### src/rtl/quad_decoder.sv
//------------------------------------------------------------------------------
// Module   : quad_decoder
// Purpose  : Filtered quadrature decoder with x1/x2/x4 gating, signed position
//            accumulator (wrap or saturate) and debounced push-switch events.
// Revision : 1.0  initial release
//------------------------------------------------------------------------------
`default_nettype none
`timescale 1ns/1ps

module quad_decoder #(
  parameter int CNT_W       = 16,
  parameter int FILT_CYC    = 4,
  parameter int SW_FILT_CYC = 1000,
  parameter int LONG_CYC    = 25000000,
  parameter int SAT         = 0
) (
  input  logic             clk,
  input  logic             rst_n,
  input  logic             ina,
  input  logic             inb,
  input  logic             sw,
  input  logic [1:0]       mode,
  input  logic             pos_clr,
  output logic             sw_out,
  output logic             sw_press,
  output logic             sw_long,
  output logic             cnt,
  output logic             dir,
  output logic [CNT_W-1:0] pos,
  output logic             err
);

  localparam int c_FW  = $clog2(FILT_CYC + 1);
  localparam int c_SFW = $clog2(SW_FILT_CYC + 1);
  localparam int c_HW  = $clog2(LONG_CYC + 1);

  localparam logic [c_FW-1:0]  c_FILT_LAST    = c_FW'(FILT_CYC - 1);
  localparam logic [c_SFW-1:0] c_SW_FILT_LAST = c_SFW'(SW_FILT_CYC - 1);
  localparam logic [c_HW-1:0]  c_LONG         = c_HW'(LONG_CYC);
  localparam logic [c_HW-1:0]  c_LONG_LAST    = c_HW'(LONG_CYC - 1);
  localparam logic [CNT_W-1:0] c_POS_MAX      = {1'b0, {(CNT_W-1){1'b1}}};
  localparam logic [CNT_W-1:0] c_POS_MIN      = {1'b1, {(CNT_W-1){1'b0}}};

  // Phase vectors are ordered {a, b}.
  logic [1:0]       r_ab_s1;
  logic [1:0]       r_ab_s2;
  logic [1:0]       w_ab;
  logic [1:0]       r_ab_prev;
  logic [1:0]       w_chg;
  logic             w_illegal;
  logic             w_legal;
  logic             w_up;
  logic             w_gate;
  logic             w_step;
  logic             r_cnt;
  logic             r_dir;
  logic             r_err;
  logic [CNT_W-1:0] r_pos;

  logic             r_sw_s1;
  logic             r_sw_s2;
  logic [c_SFW-1:0] r_sw_fcnt;
  logic             r_sw;
  logic             r_sw_prev;
  logic [c_HW-1:0]  r_hold;
  logic             r_press;
  logic             r_long;

  always_ff @(posedge clk) begin
    r_ab_s1 <= {ina, inb};
    r_ab_s2 <= r_ab_s1;
    r_sw_s1 <= sw;
    r_sw_s2 <= r_sw_s1;
  end

  // During reset the accepted level tracks the synchroniser, so release at rest is silent.
  for (genvar gi = 0; gi < 2; gi++) begin : g_ab_filt
    logic            r_acc;
    logic [c_FW-1:0] r_fcnt;

    always_ff @(posedge clk) begin
      if (!rst_n) begin
        r_acc  <= r_ab_s2[gi];
        r_fcnt <= '0;
      end else if (r_ab_s2[gi] != r_acc) begin
        if (r_fcnt == c_FILT_LAST) begin
          r_acc  <= r_ab_s2[gi];
          r_fcnt <= '0;
        end else begin
          r_fcnt <= r_fcnt + 1'b1;
        end
      end else begin
        r_fcnt <= '0;
      end
    end

    assign w_ab[gi] = r_acc;
  end

  assign w_chg     = w_ab ^ r_ab_prev;
  assign w_illegal = &w_chg;
  assign w_legal   = ^w_chg;
  // Up successor of {a,b} is {~b, a}: 00->10->11->01->00.
  assign w_up      = (w_ab == {~r_ab_prev[0], r_ab_prev[1]});

  always_comb begin
    w_gate = 1'b1;
    case (mode)
      2'd0:    w_gate = (w_ab == 2'b00);
      2'd1:    w_gate = (w_ab == 2'b00) || (w_ab == 2'b11);
      default: w_gate = 1'b1;
    endcase
  end

  assign w_step = w_legal & w_gate;

  always_ff @(posedge clk) begin
    if (!rst_n) begin
      r_ab_prev <= r_ab_s2;
      r_cnt     <= 1'b0;
      r_dir     <= 1'b0;
      r_err     <= 1'b0;
      r_pos     <= '0;
    end else begin
      r_ab_prev <= w_ab;
      r_cnt     <= w_step;
      r_err     <= w_illegal;
      if (w_step) begin
        r_dir <= w_up;
      end
      if (pos_clr) begin
        r_pos <= '0;
      end else if (w_step) begin
        if (w_up) begin
          if (!((SAT != 0) && (r_pos == c_POS_MAX))) begin
            r_pos <= r_pos + 1'b1;
          end
        end else begin
          if (!((SAT != 0) && (r_pos == c_POS_MIN))) begin
            r_pos <= r_pos - 1'b1;
          end
        end
      end
    end
  end

  // Hold counter parks at LONG_CYC so the long event fires once per hold.
  always_ff @(posedge clk) begin
    if (!rst_n) begin
      r_sw      <= r_sw_s2;
      r_sw_prev <= r_sw_s2;
      r_sw_fcnt <= '0;
      r_hold    <= '0;
      r_press   <= 1'b0;
      r_long    <= 1'b0;
    end else begin
      if (r_sw_s2 != r_sw) begin
        if (r_sw_fcnt == c_SW_FILT_LAST) begin
          r_sw      <= r_sw_s2;
          r_sw_fcnt <= '0;
        end else begin
          r_sw_fcnt <= r_sw_fcnt + 1'b1;
        end
      end else begin
        r_sw_fcnt <= '0;
      end
      r_sw_prev <= r_sw;
      r_press   <= r_sw & ~r_sw_prev;
      if (r_sw) begin
        if (r_hold != c_LONG) begin
          r_hold <= r_hold + 1'b1;
        end
        r_long <= (r_hold == c_LONG_LAST);
      end else begin
        r_hold <= '0;
        r_long <= 1'b0;
      end
    end
  end

  assign cnt      = r_cnt;
  assign dir      = r_dir;
  assign err      = r_err;
  assign pos      = r_pos;
  assign sw_out   = r_sw;
  assign sw_press = r_press;
  assign sw_long  = r_long;

endmodule

`default_nettype wire

### config.mk
export PLATFORM = sky130hd
export DESIGN_NAME = quad_decoder
export DESIGN_NICKNAME = d
export VERILOG_FILES = /design/src/rtl/quad_decoder.sv
export SDC_FILE = /design/constraint.sdc
export NUM_CORES = 1
export LEC_CHECK = 0
export ABC_AREA = 1
export CAP_MARGIN = 20
export CORE_ASPECT_RATIO = 0.7
export CORE_MARGIN = 2
export CORE_UTILIZATION = 57
export DETAILED_ROUTE_END_ITERATION = 7
export GPL_TIMING_DRIVEN = 0
export PLACE_DENSITY_LB_ADDON = 0.08
export SETUP_SLACK_MARGIN = 0.4
export SYNTH_ARGS = -nofsm -noshare
export SYNTH_HDL_FRONTEND = slang
export SYNTH_SLANG_ARGS = --single-unit
### constraint.sdc
create_clock -name clk -period 2.6 [get_ports clk]
set_clock_uncertainty 0.05 [all_clocks]
set_input_delay 0.78 -clock clk [delete_from_list [all_inputs] [get_ports clk]]
set_output_delay 0.78 -clock clk [all_outputs]
set_load 0.02 [all_outputs]
==> results of run 1 <==
-- cells by family (layout without fill, tap and decap cells) --
family / after synthesis / in the layout / synth area share, %
compound gates: 75 / 75 / 9.67
xor+xnor: 16 / 16 / 3.47
fa+ha+maj: 25 / 25 / 7.94
buf+inv: 108 / 168 / 10.2
flops: 74 / 74 / 37.4
simple gates: 289 / 291 / 31.3
-- final cells by class --
class	instances	area share, %
clock buffers	11	2.62
repair buffers	44	8.77
inverters	103	7.26
flip-flops and latches	74	28.0
multi-input cells	407	48.0
clock inverters	5	2.32
plain buffers	5	0.789
well taps	94	2.18
-- registers in the layout (all words and copies together) (netlist names), 2 cells and up --
register	cells
r_hold	25
pos	16
r_sw_fcnt	10
g_ab_filt.r_fcnt	6
g_ab_filt.r_acc	2
r_ab_prev	2
r_ab_s1	2
r_ab_s2	2
-- layer usage --
metal	global-route usage, %	up-vias	part of all wire [%]	routed length (microns)
li1	-	1975	-	-
met1	39.0	1863	44	5210
met2	44.5	233	43	5030
met3	8.59	35	10	1180
met4	9.93	0	2.6	301
met5	0	-	0	0
-- metrics by stage --
stage               hold slack (ps)  instance area [sq um]  utilization, %  instances  setup slack, ps
floorplan                       260                   4040               -        587              402
global placement                260                   4450            65.2        710             80.8
detailed placement              264                   4450            65.2        710             41.1
CTS                             283                   5070            74.3        738              339
global route                    297                   5390            79.1        743             46.0
finish                          280                   5390            79.1        743             83.7
-- timing repair --
action	4_1_cts	5_1_grt
pin swaps	6	28
setup endpoints to repair	19	46
gates cloned	2	0
gates resized for setup	44	84
buffers inserted	10	5
-- worst max-delay path, cell delays in order, from the launching register on --
cell and delay [ps]:
edfxtp_1 480, xor2_4 270, buf_12 150, nand2_8 80
buf_6 140, ha_2 320, nand2_4 100, inv_1 60
nand2_1 70, nand2_1 80, a21oi_2 170, nand2_1 100
nand2_1 70, nand3_1 80, nand2_1 120, inv_1 60
-- where the power goes --
| group | total (W) | leakage, nW | switching (W) | internal [W] |
|---|---|---|---|---|
| logic | 0.00125 | 1.76 | 0.000751 | 0.000501 |
| registers | 0.00125 | 0.608 | 0.0000524 | 0.00119 |
| clock network | 0.00119 | 0.134 | 0.000433 | 0.000760 |
| total | 0.00369 | 2.51 | 0.00124 | 0.00245 |
-- cell usage in the layout (no fill, tap or decap), drive strengths merged --
master and count:
bufinv 4, dlymetal6s2s 12, xor2 7, a31oi 1, nor3b 1, clkbuf 13
nand3 41, fa 1, ha 24, edfxtp 3, dlygate4sd2 6, o21bai 1
nand3b 1, o211ai 3, clkdlybuf4s50 11, inv 103, xnor2 9, clkinv 1
dfxtp 71, o21ai 28, nor2 73, a21oi 42, nand2 145, or2 6
buf 18, nor3 15, nand4 9
-- final timing paths --
kind                            endpoint  slack [ps]                from
worst max register to register   pos[15]          80  g_ab_filt[1].r_acc
worst min register to register   r_sw_s2         280             r_sw_s1
worst min-delay path             r_sw_s2         280             r_sw_s1
worst max-delay path             pos[15]          80  g_ab_filt[1].r_acc
==> results.ini, run 1 <==
[synthesis]
synth.cell_area_sq_um=4040
synth_cells=587
syn-num-nets=620
yosysUniqueCellTypes=31
ys_seq_area_share_pct=37.4
synth_top_area_cell=dfxtp_1
synth_enable_flop_cells=3
synth_ff_type=dfxtp_1
async_flop_share_pct=0
yosysWarnings=0
synth_seq_cells=74
synth.avg_cell_area_sq_um=6.88
synth_top_area_share_pct=35.2
synthTopCellsByCount=nand2_1, inv_1, dfxtp_1, nor2_1, a21oi_1
yosys-top-cells-area=dfxtp_1, nand2_1, inv_1, ha_1, nor2_1
yosysMostFrequentCell=nand2_1

[sta]
hold_violations=0
slew_headroom_pct=65.5
grt_setup_unrepaired=yes
setup_tns_ps=0
fmax_mhz=397
period_needed_ps=2520
finalSetupViolations=0
drv_slew=0
tightestPinTransition_ps=518
period_share_pct=96.8

[place]
hpwlAfterDp_microns=6970
port_buffers=29
gp_congestion=0.904

[drt]
drcViolationCount=0
via_per_inst=5.53
ant_nets=0
dr.first_iter.drc_count=364
wirelength_microns=11700
vias=4106
firstDrtPassIters=5
wl_per_cell_microns=15.8

[clock_tree]
cts.path.max_buffers=2
htree_num_levels=3
cts_tree=done
root_buffer=clkbuf_8
clk_pin_slew_ps=80
clock_latency_ps=360
clock_sinks=74
postCtsHoldBufs=0
cts_buffers=9

[critical_path]
cp_data_arrival_time_ps=2720
reg2regPathDepth=15
worst_ep_required_time_ps=2800
start_kind=register
path_class=reg2reg
end_kind=register
crit_fanout=5

[finish]
nets=677
multi_input_area_sq_um=2590
final-seq-area_sq_um=1510
fillCellCount=484
drive_gt1_share_pct=20.0
syn_to_final_growth_pct=33.6
diodes=0

[flow_run]
maxCapViolCount=0

[floorplan]
die_h_microns=74.4
core-area_sq_um=6820
ioPinCount=30
dieArea_sq_um=7780
rows=25
die_w_microns=105
initial_core_util_pct=59.2

[grt]
grt_pass1_vias=3733
grt_pass1_wl_microns=17400
grt_max_degree=13
antenna_found_initial=0
grt_usage_pct=28.8
grt_overflow_total=0

[power]
p_per_area_nw_per_um2=684
leakagePower_nw=2.51
total_power_w=0.00369
vdd_drop_max_v=0.000457

[worst_hold_path]
worstHoldPathCells=0
min_path_type=reg2reg

[run_status]
outcome=complete, no violations

No activity file was read; power rests on OpenSTA's default activity.
==> run 2, diff against run 1 <==
--- a/config.mk
+++ b/config.mk
@@ -5,13 +5,14 @@
 export SDC_FILE = /design/constraint.sdc
 export NUM_CORES = 1
 export LEC_CHECK = 0
-export ABC_AREA = 1
+export ABC_CLOCK_PERIOD_IN_PS = 2600
 export CAP_MARGIN = 20
 export CORE_ASPECT_RATIO = 0.7
 export CORE_MARGIN = 2
 export CORE_UTILIZATION = 57
 export DETAILED_ROUTE_END_ITERATION = 7
 export GPL_TIMING_DRIVEN = 0
+export HOLD_SLACK_MARGIN = 0.15
 export PLACE_DENSITY_LB_ADDON = 0.08
 export SETUP_SLACK_MARGIN = 0.4
 export SYNTH_ARGS = -nofsm -noshare
==> run 2 against run 1 <==
Effect of this change:
- critical endpoint is now pos[12]
- largest cell class unchanged
- cell count shrank 26%
- sequential power is essentially flat
- cell area shrank 13%
- global-route usage shrank 2.7 points
- maximum frequency shrank 8.1%
- synthesized cell count shrank 30%
- die area shrank 9.6%
- the flow now finishes with violations (setup timing)
- core utilization shrank 3.1 points
==> results.ini, run 2 <==
[synthesis]
synth_enable_flop_cells=3  ; unchanged
synth_top_area_share_pct=39.2  ; +3.9 points
synth_ff_type=dfxtp_1
yosys-top-cells-area=dfxtp_1, ha_1, xor2_1, nor2_1, nand2_1
synthAdderAreaFrac_pct=8.82  ; +0.89 points
synth_top_family_by_area=simple AND/OR/NAND/NOR gates
synth_xor_xnor_area_share_pct=9.89  ; +6.4 points
ys_seq_area_share_pct=41.6  ; +4.2 points
synth_seq_cells=74  ; unchanged
async_flop_share_pct=0  ; unchanged
synth.area.mux_share_pct=1.17  ; +1.2 points
yosysWarnings=0  ; unchanged
syn-num-nets=443  ; -29%
yosysUniqueCellTypes=49  ; +58%
synthSimpleGateAreaFrac_pct=22.6  ; -8.7 points
yosysMostFrequentCell=dfxtp_1
synth.avg_cell_area_sq_um=8.85  ; +29%
synth_cells=410  ; -30%
synth.cell_area_sq_um=3630  ; -10%
synth_compound_area_share_pct=13.0  ; +3.4 points
synthTopCellsByCount=dfxtp_1, nor2_1, nand2_1, xor2_1, ha_1
synth_top_area_cell=dfxtp_1

[grt]
grt_max_degree=14  ; +1
grtUsageMet1_pct=36.9  ; -2.1 points
grt_usage_pct=26.1  ; -2.7 points
grt_overflow_total=0  ; unchanged
grt_pass1_wl_microns=14600  ; -16%
grt_util_met2_pct=40.2  ; -4.3 points
antenna_found_initial=0  ; unchanged
busiest_layer=met2
grt_pass1_vias=3029  ; -19%
grtUsageMet3_pct=6.82  ; -1.8 points

[clock_tree]
htree_num_levels=3  ; unchanged
postCtsHoldBufs=0  ; unchanged
root_buffer=clkbuf_8
cts.path.max_buffers=2  ; unchanged
clock_sinks=74  ; unchanged
clk_pin_slew_ps=80  ; about the same
clock_latency_ps=340  ; -20 ps
cts_tree=done
cts_buffers=9  ; unchanged

[sta]
fmax_mhz=365  ; -8.1%
period_share_pct=105  ; +8.5 points
finalSetupViolations=8  ; +8
setup_ws_ps=-137  ; -221 ps
grt_setup_unrepaired=yes
period_needed_ps=2740  ; +221 ps
hold_violations=0  ; unchanged
slew_headroom_pct=59.0  ; -6.5 points
tightestPinTransition_ps=616  ; +97.5 ps
hold_ws_ps=289  ; +8.82 ps
drv_slew=0  ; unchanged

[finish]
multi_input_area_sq_um=2270  ; -13%
mostFrequentLayoutCell=dfxtp_1
largest_reg_flops=25  ; unchanged
drive_gt1_share_pct=17.9  ; -2.1 points
nets=502  ; -26%
diodes=0  ; unchanged
finalNonFillerCells=552  ; -26%
top_register=r_hold
final-seq-area_sq_um=1520  ; +0.41%
final_cell_mix=dfxtp_1, nor2_1, nand2_1
fillCellCount=429  ; -11%
syn_to_final_growth_pct=29.5

[floorplan]
ioPinCount=30  ; unchanged
rows=24  ; -4.0%
die_w_microns=99.4  ; -5.0%
initial_core_util_pct=58.7  ; -0.52 points
die_h_microns=70.8  ; -4.9%
dieArea_sq_um=7030  ; -9.6%
core-area_sq_um=6190  ; -9.3%

[drt]
ant_nets=0  ; unchanged
drcViolationCount=0  ; unchanged
firstDrtPassIters=5  ; unchanged
vias=3221  ; -22%
via_per_inst=5.84  ; +5.6%
dr.first_iter.drc_count=212  ; -42%
wirelength_microns=9050  ; -23%
wl_per_cell_microns=16.4  ; +4.0%

[run_status]
violations=setup timing
outcome=complete, but fails checks

[flow_run]
maxCapViolCount=0  ; unchanged

[place]
hpwlAfterDp_microns=5890  ; -15%
port_buffers=28  ; -3.4%
dp_cells=516  ; -27%
gp_congestion=0.927  ; +2.6%

[critical_path]
end_kind=register
start_kind=register
worst_ep_required_time_ps=2780  ; -20 ps
crit_fanout=4  ; -1
cp_data_arrival_time_ps=2920  ; +200 ps
path_class=reg2reg

[worst_hold_path]
min_path_type=reg2reg

[power]
leakagePower_nw=1.91  ; -24%
vdd_drop_max_v=0.000405  ; -11%
p_per_area_nw_per_um2=699  ; +2.2%

run 2: cell type report:
class | instances | area share, %
flip-flops and latches | 74 | 32.3
clock inverters | 5 | 1.78
inverters | 15 | 1.36
repair buffers | 47 | 9.21
multi-input cells | 311 | 48.2
clock buffers | 11 | 3.22
well taps | 78 | 2.08
plain buffers | 10 | 1.65
repair inverters | 1 | 0.239
run 2: routing by layer:
| metal | wire length, microns | part of all wire (%) |
|---|---|---|
| met5 | 0 | 0 |
| met4 | 82 | 0.91 |
| met3 | 639 | 7.1 |
| met2 | 4180 | 46 |
| met1 | 4150 | 46 |
run 2: cells by family after synthesis:
family,Yosys count
and+or+nand+nor,166
DFF,74
xor gates and xnor gates,41
buffers and inverters,25
adders and majority gates,25
AOI/OAI and AO/OA,75
muxes,4
run 2: power breakdown:
part	internal [W]	switching (W)
combinational	0.000462	0.000548
sequential	0.00119	0.0000520
clock	0.000599	0.000433
run 2: worst max-delay path, cell delays in order, from the launching register on:
cell      delay (ps)
edfxtp_1         460
xnor2_2          280
nor2_4            80
buf_12           150
fa_2             390
nor2b_4          130
o31a_1           210
o31a_1           250
a31oi_2          130
and4_1           160
a311o_1          320
run 2: path summary, 6_finish.rpt:
| kind | to | cells after the start | from | slack [ps] |
|---|---|---|---|---|
| worst max-delay path | pos[12] | 10 | g_ab_filt[1].r_acc | -140 |
| worst min-delay path | r_ab_s2[0] | 0 | r_ab_s1[0] | 290 |
| worst min register to register | r_ab_s2[0] | 0 | r_ab_s1[0] | 290 |
| worst max register to register | pos[12] | 10 | g_ab_filt[1].r_acc | -140 |
run 2: what timing repair did:
action / 4_1_cts / 5_1_grt
gates resized for setup: 47 / 22
endpoints found under the setup margin: 23 / 27
pin swaps: 15 / 16
gates cloned: 1 / 0
endpoints found under the hold margin: 0 / 0
buffers inserted: 13 / 6
run 2: stage by stage:
stage               total power, W  TNS (ps)  worst slack (ps)  util, %  instance area, sq um
floorplan                  0.00183         0              55.6        -                  3700
global placement           0.00202     -6530              -568     65.9                  4080
detailed placement         0.00204     -6800              -560     65.9                  4080
CTS                        0.00321     -24.3             -24.3     74.0                  4580
global route               0.00343     -1490              -228     76.0                  4700
finish                     0.00329      -691              -137     76.0                  4700
